--- src/rtl/uart_pkg.sv ---
// Shared types for the uart_tx arbiter: FSM state encoding and the header byte format
// used when UART_ARB_HDR_EN is defined.
package uart_pkg;

    typedef enum logic [1:0] {
        IDLE = 2'd0,
        HDR  = 2'd1,
        SEND = 2'd2,
        WAIT = 2'd3
    } arb_state_t;

    localparam logic [3:0] UART_HDR_TAG = 4'hA;

    // Header byte announcing which requester owns the packet that follows.
    function automatic logic [7:0] hdr_byte(input logic [3:0] idx);
        return {UART_HDR_TAG, idx};
    endfunction

endpackage

--- src/rtl/rr_pick.sv ---
// Combinational round-robin picker: grants the first set request strictly after rr_ptr,
// searching upward with wrap, so the previous owner has the lowest priority.
module rr_pick #(
    parameter int NUM_REQ = 4,
    parameter int PTR_W   = 2
) (
    input  logic [NUM_REQ-1:0] req,
    input  logic [PTR_W-1:0]   rr_ptr,
    output logic [NUM_REQ-1:0] grant,
    output logic               any
);

    int               idx;
    logic [PTR_W-1:0] sel;

    always_comb begin
        grant = '0;
        any   = 1'b0;
        idx   = 0;
        sel   = '0;
        for (int i = 1; i <= NUM_REQ; i++) begin
            idx = (int'(rr_ptr) + i) % NUM_REQ;
            sel = PTR_W'(idx);
            if (!any && req[sel]) begin
                grant[sel] = 1'b1;
                any        = 1'b1;
            end
        end
    end

endmodule

--- src/rtl/uart_tx_arbiter.sv ---
// Packet-level round-robin arbiter sharing one uart_tx between NUM_REQ byte streams.
// Define UART_ARB_HDR_EN to prefix every granted packet with a {4'hA, owner} header byte.
module uart_tx_arbiter
    import uart_pkg::*;
#(
    parameter int NUM_REQ = 4,
    parameter int MAX_PKT = 16
) (
    input  logic                 clk,
    input  logic                 resetn,
    input  logic [NUM_REQ-1:0]   req_valid_i,
    input  logic [8*NUM_REQ-1:0] req_data_i,
    input  logic [NUM_REQ-1:0]   req_last_i,
    output logic [NUM_REQ-1:0]   req_ready_o,
    output logic [NUM_REQ-1:0]   grant_o,
    output logic                 tx_e_o,
    output logic [7:0]           tx_d_o,
    input  logic                 tx_busy_i
);

    localparam int PTR_W = $clog2(NUM_REQ);
    localparam int CNT_W = $clog2(MAX_PKT + 1);

`ifdef UART_ARB_HDR_EN
    localparam arb_state_t FIRST_STATE = HDR;
`else
    localparam arb_state_t FIRST_STATE = SEND;
`endif

    arb_state_t         state_q, state_n;
    logic [NUM_REQ-1:0] grant_q, grant_n;
    logic [PTR_W-1:0]   gidx_q, gidx_n;
    logic [PTR_W-1:0]   rr_q, rr_n;
    logic [CNT_W-1:0]   cnt_q, cnt_n;
    logic               seen_q, seen_n;
    logic               last_q, last_n;
    logic               hdr_q, hdr_n;
    logic [NUM_REQ-1:0] ready_q, ready_n;
    logic               txe_q, txe_n;
    logic [7:0]         txd_q, txd_n;

    logic [NUM_REQ-1:0] pick_grant;
    logic               pick_any;
    logic [PTR_W-1:0]   pick_idx;

    rr_pick #(
        .NUM_REQ (NUM_REQ),
        .PTR_W   (PTR_W)
    ) u_rr_pick (
        .req    (req_valid_i),
        .rr_ptr (rr_q),
        .grant  (pick_grant),
        .any    (pick_any)
    );

    always_comb begin
        pick_idx = '0;
        for (int k = 0; k < NUM_REQ; k++) begin
            if (pick_grant[k]) pick_idx = PTR_W'(k);
        end
    end

    always_comb begin
        state_n = state_q;
        grant_n = grant_q;
        gidx_n  = gidx_q;
        rr_n    = rr_q;
        cnt_n   = cnt_q;
        seen_n  = seen_q;
        last_n  = last_q;
        hdr_n   = hdr_q;
        ready_n = '0;
        txe_n   = 1'b0;
        txd_n   = txd_q;
        case (state_q)
            IDLE: begin
                if (pick_any) begin
                    grant_n = pick_grant;
                    gidx_n  = pick_idx;
                    state_n = FIRST_STATE;
                end
            end
`ifdef UART_ARB_HDR_EN
            HDR: begin
                if (!tx_busy_i) begin
                    txe_n   = 1'b1;
                    txd_n   = hdr_byte(4'(gidx_q));
                    seen_n  = 1'b0;
                    hdr_n   = 1'b1;
                    state_n = WAIT;
                end
            end
`endif
            SEND: begin
                if (req_valid_i[gidx_q] && !tx_busy_i) begin
                    txe_n           = 1'b1;
                    txd_n           = req_data_i[8*gidx_q +: 8];
                    ready_n[gidx_q] = 1'b1;
                    cnt_n           = cnt_q + CNT_W'(1);
                    last_n          = req_last_i[gidx_q];
                    seen_n          = 1'b0;
                    hdr_n           = 1'b0;
                    state_n         = WAIT;
                end
            end
            WAIT: begin
                // Only leave once the frame we strobed has been seen busy and then finished.
                if (tx_busy_i) seen_n = 1'b1;
                if (seen_q && !tx_busy_i) begin
                    if (hdr_q) begin
                        state_n = SEND;
                    end else if (last_q || cnt_q == CNT_W'(MAX_PKT)) begin
                        rr_n    = gidx_q;
                        grant_n = '0;
                        cnt_n   = '0;
                        state_n = IDLE;
                    end else begin
                        state_n = SEND;
                    end
                end
            end
            default: begin
                state_n = IDLE;
                grant_n = '0;
                cnt_n   = '0;
            end
        endcase
    end

    always_ff @(posedge clk) begin
        if (!resetn) begin
            state_q <= IDLE;
            grant_q <= '0;
            rr_q    <= PTR_W'(NUM_REQ - 1);
            cnt_q   <= '0;
            seen_q  <= 1'b0;
            hdr_q   <= 1'b0;
            ready_q <= '0;
            txe_q   <= 1'b0;
            txd_q   <= '0;
        end else begin
            state_q <= state_n;
            grant_q <= grant_n;
            rr_q    <= rr_n;
            cnt_q   <= cnt_n;
            seen_q  <= seen_n;
            hdr_q   <= hdr_n;
            ready_q <= ready_n;
            txe_q   <= txe_n;
            txd_q   <= txd_n;
        end
    end

    // Owner index and last flag are only consulted while a grant is active.
    always_ff @(posedge clk) begin
        gidx_q <= gidx_n;
        last_q <= last_n;
    end

    assign req_ready_o = ready_q;
    assign grant_o     = grant_q;
    assign tx_e_o      = txe_q;
    assign tx_d_o      = txd_q;

endmodule

--- config.mk ---
export PLATFORM = sky130hd
export DESIGN_NAME = uart_tx_arbiter
export DESIGN_NICKNAME = d
export VERILOG_FILES = /design/src/rtl/uart_pkg.sv /design/src/rtl/rr_pick.sv /design/src/rtl/uart_tx_arbiter.sv
export SDC_FILE = /design/constraint.sdc
export NUM_CORES = 1
export LEC_CHECK = 0
export CORE_MARGIN = 2
export CORE_UTILIZATION = 43
export CTS_BUF_LIST = sky130_fd_sc_hd__clkbuf_8
export DETAILED_ROUTE_END_ITERATION = 10
export GPL_TIMING_DRIVEN = 1
export PLACE_DENSITY = 0.77
export REMOVE_ABC_BUFFERS = 1
export SLEW_MARGIN = 20
export SYNTH_ARGS = -nofsm -noshare
export SYNTH_HDL_FRONTEND = slang
export SYNTH_SLANG_ARGS = --single-unit
--- constraint.sdc ---
create_clock -name clk -period 2.3 [get_ports clk]
set_input_delay 0.345 -clock clk [delete_from_list [all_inputs] [get_ports clk]]
set_output_delay 0.345 -clock clk [all_outputs]
set_load 0.02 [all_outputs]
After elaboration in Yosys (flattened, before gate mapping). Cells that the tools add are included.

Output and inout bits: 17. Word-level logic and storage cells: 116. Register bits: 30.

Multiplexer cells: 49. Equal/unequal tests: 8. Bitwise logic cells: 5. Shift-type cells: 1. $add $sub $neg: 5. Reduce and logical (&&, ||, !) cells: 27. Order comparisons: 10.

Operators with widths (number): indexed part select 32 x 6 -> 8 bit (1); 2-to-1 mux 4 bit (7); 2-to-1 mux 1 bit (20); less-than comparator 2 x 3 -> 1 bit (second input constant) (5); 2-to-1 mux 5 bit (3); case mux 5 bit (3 select lines) (1); binary-select mux 1 bit (select 2 bit) (6); bitwise OR 4 bit (3); case mux 4 bit (3 select lines) (1); AND reduction 3 bit (4); demux 1 bit (select 2 bit) (5); greater-or-equal comparator 2 x 1 -> 1 bit (second input constant) (5); logical AND 1 bit (10); != test 2 bit (second input constant) (5); 2-to-1 mux 2 bit (4); AND reduction 4 bit (2); case mux 2 bit (3 select lines) (1); AND reduction 2 bit (3); adder 5 x 1 -> 5 bit (second input constant) (1); equality test 5 bit (second input constant) (1); adder 2 x 1 -> 2 bit (second input constant) (2); adder 2 bit (second input constant) (2); equality test 2 bit (second input constant) (2); zero test 1 bit (4); other kinds (6) (7).

Longest topological paths before layout.
Word-level depth: 15. Mapped depth: 9. Gate-level depth less buffers: 7.

Modules after synthesis. A second synthesis with hierarchy kept.

Cell total of the unflattened synthesis: 191. Area total of the unflattened synthesis: 1948.1 um2.

Modules (own cells, without submodules): uart_tx_arbiter (sequential area each 630.6 um2, area each 1532.7 um2, times used 1, cells each 143); rr_pick (sequential area each 0.0 um2, area each 415.4 um2, times used 1, cells each 48).

Worst setup path before layout. Ideal clock, no wire load.

Path type: register -> register. Start: register rr_q[0]. End: register gidx_q[1] (data pin). Arrival time: 1.939 ns. Setup slack: 0.097 ns. Data required time: 2.036 ns. Stages on the path, launching flop included: 9. Setup time: 0.264 ns. Path through: dfxtp_1 > buf_6 > inv_1 > ha_1 > mux4_2 > nor2b_1 > a32o_1 > a221oi_1 > nand2_1.

Cells in the longest elaborated chain, start to end: 14.

Ends and longest elaborated chain: from (decl) (RTL line uart_tx_arbiter.sv:33) `logic [PTR_W-1:0] rr_q, rr_n;`; from (signal assigned) (RTL line uart_tx_arbiter.sv:134) `rr_q <= PTR_W'(NUM_REQ - 1);`; from (signal assigned) (RTL line uart_tx_arbiter.sv:144) `rr_q <= rr_n;`; branches (longest 12 deep; another with less-than comparator 2 x 3 -> 1 bit); 2-to-1 mux 4 bit * (RTL line rr_pick.sv:24) `if (!any && req[sel]) begin`; OR reduction 2 bit (no line) *; to (signal assigned) (RTL line uart_tx_arbiter.sv:156) `gidx_q <= gidx_n;`; to (decl) (RTL line uart_tx_arbiter.sv:32) `logic [PTR_W-1:0] gidx_q, gidx_n;`.

Every way passes the cells marked *. The select of a mux whose other input is x is not followed. A chain may end at the register's enable or synchronous reset.

Final worst setup path.
Start: input req_valid_i[3]. End: register grant_q[2], in the netlist grant_o[2].

Cells in the longest elaborated chain, start to end: 14.

Ends and longest elaborated chain: from (decl) (RTL line uart_tx_arbiter.sv:11) `input logic [NUM_REQ-1:0] req_valid_i,`; binary-select mux 1 bit (select 2 bit) (RTL line rr_pick.sv:24); 2-to-1 mux 1 bit (not written as such) (RTL line rr_pick.sv:24); 2-to-1 mux 1 bit (RTL line rr_pick.sv:24); zero test 1 bit (RTL line rr_pick.sv:24); logical AND 1 bit (RTL line rr_pick.sv:24); 2-to-1 mux 1 bit (RTL line rr_pick.sv:24); zero test 1 bit (RTL line rr_pick.sv:24); logical AND 1 bit (RTL line rr_pick.sv:24); 2-to-1 mux 1 bit (RTL line rr_pick.sv:24); zero test 1 bit (RTL line rr_pick.sv:24); logical AND 1 bit (RTL line rr_pick.sv:24); 2-to-1 mux 4 bit / 2-to-1 mux 1 bit (equally long branches) (RTL line rr_pick.sv:24); 2-to-1 mux 4 bit / != test 2 bit (equally long branches); case mux 4 bit (3 select lines) / AND reduction 4 bit (equally long branches); to (signal assigned) (RTL line uart_tx_arbiter.sv:143) `grant_q <= grant_n;`; to (decl) (RTL line uart_tx_arbiter.sv:31) `logic [NUM_REQ-1:0] grant_q, grant_n;`.

Parallel ways exist; a longest one is shown, timed or not. The select of a mux whose other input is x is not followed.

==> summary.md <==
| Metric | Value |
|---|---|
| Status | finished, final reports clean |
| TritonCTS Buffers | 5 |
| DRC viols | 0 |
| Post-CTS setup buffers | 0 |
| Arr. time, crit path | 2.32 ns |
| RSZ-0062 raised after global routing | no |
| Cts hold-fix bufs | 0 |
| Number of enable flip-flop cells after synthesis | 3 |
| Via density | 5.36 |
| Crit path kind | in2reg |
| Vias in the first global route | 1,606 |
| Hold Vio Cnt, Final | 0 |
| Cells after synthesis | 176 |
| Worst VDD drop | 0.000298 V |
| Skew-Pair Late Insertion Delay | 0.28 ns |
| I/O Pins | 60 |
| RR Startpoint | rr_q[0]$_SDFFE_PN1P_ |
| Hold WS | 0.457 ns |
| Yosys reg bits | 30 |
| Worst-margin pin slew | 0.567 ns |
| Initial Utilization | 44.7% |
| RD Place Congestion | 0.803 |
| Routed len/inst | 14.8 um |
| Root Buffer | clkbuf_8 |
| Async S/R FF share, synth | 0% |
| # rows | 23 |
| TritonRoute pass-1 iters | 4 |
| Routed wire length | 4.47 mm |
| Yosys cell types | 40 |
| Port Buffer Count | 59 |
| Diode count | 0 |
| Reg2reg end | grant_o[2]$_SDFFE_PN0P_ |
| Largest net degree at the start of global routing | 19 |
| Post-CTS sizing | 0 |
| Top-count cell post-synth | dfxtp_1 |
| Max-cap violations | 0 |
| CTS H-tree lvls | 2 |
| R2r setup slk | 0.17 ns |
| Worst slew margin | 62.1% |
| CTS tree | done |
| Setup violators final | 0 |
| Fin. max-slew vios | 0 |
| Die area | 0.00469 mm2 |
| DR vias | 1,619 |
| Cell area after synthesis | 0.00179 mm2 |
| Reg2Reg Depth | 7 |
| Die Wd | 68.5 um |
| Pwr Total | 1310 uW |
| First-pass GRT wire length | 7.43 mm |
| Top-area cell type share of the netlist area | 30.2% |
| Clock-pin slew on the worst setup and hold paths | 0.07 ns |
| Fillers | 326 |
| Fmax | 463 MHz |
| Worst Clk Skew | 0.00446 ns |
| Nets | 304 |
| Crit-path max FO | 6 |
| Leading area contributor after synthesis | dfxtp_1 |
| Antenna-violating nets left | 0 |
| Share of cells above drive strength 1 | 17.1% |
| Power Dens Cells | 498 mW/mm2 |
| Leak | 0.00103 uW |
| Area contributors post-synth | dfxtp_1, mux4_2, ha_1, edfxtp_1, nand2_1 |
| Overall Global Routing Usage | 21.4% |
| CTS Buffer Depth | 2 |
| WHS Path Cells | 2 |
| Worst Setup Start Kind | input port |
| Post-DP HPWL | 3.49 mm |
| Antenna violations before repair | 0 |
| Die height | 68.5 um |
| Synthesized area per cell | 10.2 um2 |
| Post-synth top cells | dfxtp_1, nand2_1, mux4_2 |
| Min Clock Period, post-route | 2.16 ns |
| Period utilization | 93.8% |
| WP data required | 2.46 ns |
| Ys Warns | 0 |
| Total clock sinks | 30 |
| Core ar. | 0.00400 mm2 |
| Nature of the critical path endpoint | flip-flop |
| Hold path endpoint | tx_d_o[4]$_SDFFE_PN0P_ |
| Ys flop type | dfxtp_1 |
| Total gr overflow | 0 |
| Beginning of the worst hold path | tx_d_o[4]$_SDFFE_PN0P_ |
| Worst min-delay path category | reg2reg |
| Post-synthesis sequential area ratio | 35.3% |
| Area growth syn-to-layout | 46.7% |
| Iter 0 DRT Violations | 91 |
final cells by class:
class | count | area (um2) | share of cell area, %
Tap cell | 50 | 62.6 | 2.39
Clock buffer | 6 | 82.6 | 3.15
Multi-Input combinational cell | 126 | 1060 | 40.6
Timing Repair Buffer | 79 | 741 | 28.2
Clock inverter | 2 | 8.76 | 0.334
Inverter | 9 | 33.8 | 1.29
Sequential cell | 30 | 631 | 24.0
through the flow:
step | setup slack (ns) | TNS, ns | util, % | cells | instance area, um2
finish | 0.142 | 0 | 65.6 | 302 | 2620
CTS | 0.143 | 0 | 65.6 | 302 | 2620
global route | 0.00576 | 0 | 65.6 | 302 | 2620
floorplan | -0.0126 | -0.0160 | - | 165 | 1730
global placement | -0.0466 | -0.112 | 63.3 | 294 | 2530
detailed placement | -0.150 | -0.501 | 63.3 | 294 | 2530
layout by cell type, fill, tap and decap left out, types with 2 or more instances in the layout:
cell	instances
a21boi_1	10
a21oi_1	7
a221o_1	3
a22oi_1	2
a32o_1	2
and3_1	2
and3b_1	2
buf_4	20
clkbuf_8	6
clkdlybuf4s50_1	59
dfxtp_1	27
edfxtp_1	3
ha_1	10
inv_1	9
mux2i_1	5
mux4_2	13
nand2_1	24
nand2b_1	4
nand3_1	7
nand3b_1	3
nor2_1	3
nor2b_1	2
nor3_1	3
nor3b_1	4
o21ai_0	3
o21ai_1	2
o2bb2ai_1	4
or3_1	2
report_power, final:
part	leakage [uW]	switching, uW	internal, uW
Clock	0.0000524	197	237
Combinational	0.000734	121	183
Sequential	0.000248	16.6	553
Total	0.00103	335	972
cell families after synthesis:
family | count (synthesis) | synth area share (%)
compound gates | 37 | 15.3
fa+ha+maj | 10 | 7.00
buf+inv | 20 | 5.25
flops | 30 | 35.3
mux | 18 | 19.2
simple gates | 61 | 18.1
sequential cells by signal, summed over array words and instances, names as in the netlist:
signal and flops:
tx_d_o 8, cnt_q 5, grant_o 4, req_ready_o 4, gidx_q 2, rr_q 2, state_q 2, last_q 1
seen_q 1, tx_e_o 1
metal layers:
metal  global-route usage [%]  part of all wire, %  up-vias
met5                        0                    0        -
met4                     7.50                  1.2        0
met2                     39.4                   56       32
li1                         -                    -      795
met1                     25.0                   40      788
met3                     2.96                  2.5        4
critical path: stages:
cell and delay (ns):
clkdlybuf4s50_1 0.51, mux4_2 0.54, nor2b_1 0.17, a32o_1 0.22, a221oi_1 0.30, buf_4 0.18, o2bb2ai_1 0.06
how the worst max path moves through the flow:
stage / from / to / cells past startpoint
2_1_floorplan: rr_q[0]$_SDFFE_PN1P_ / gidx_q[1]$_SDFFCE_PP1P_ / 7
3_3_place_gp: req_valid_i[3] / gidx_q[0]$_SDFFCE_PP1P_ / 6
3_5_place_dp: req_valid_i[3] / gidx_q[1]$_SDFFCE_PP1P_ / 6
4_1_cts: req_valid_i[3] / grant_o[2]$_SDFFE_PN0P_ / 7
5_1_grt: rr_q[1]$_SDFFE_PN1P_ / grant_o[2]$_SDFFE_PN0P_ / 8
6_report: req_valid_i[3] / grant_o[2]$_SDFFE_PN0P_ / 7
Note: power is estimated with default switching activity, not from simulation.
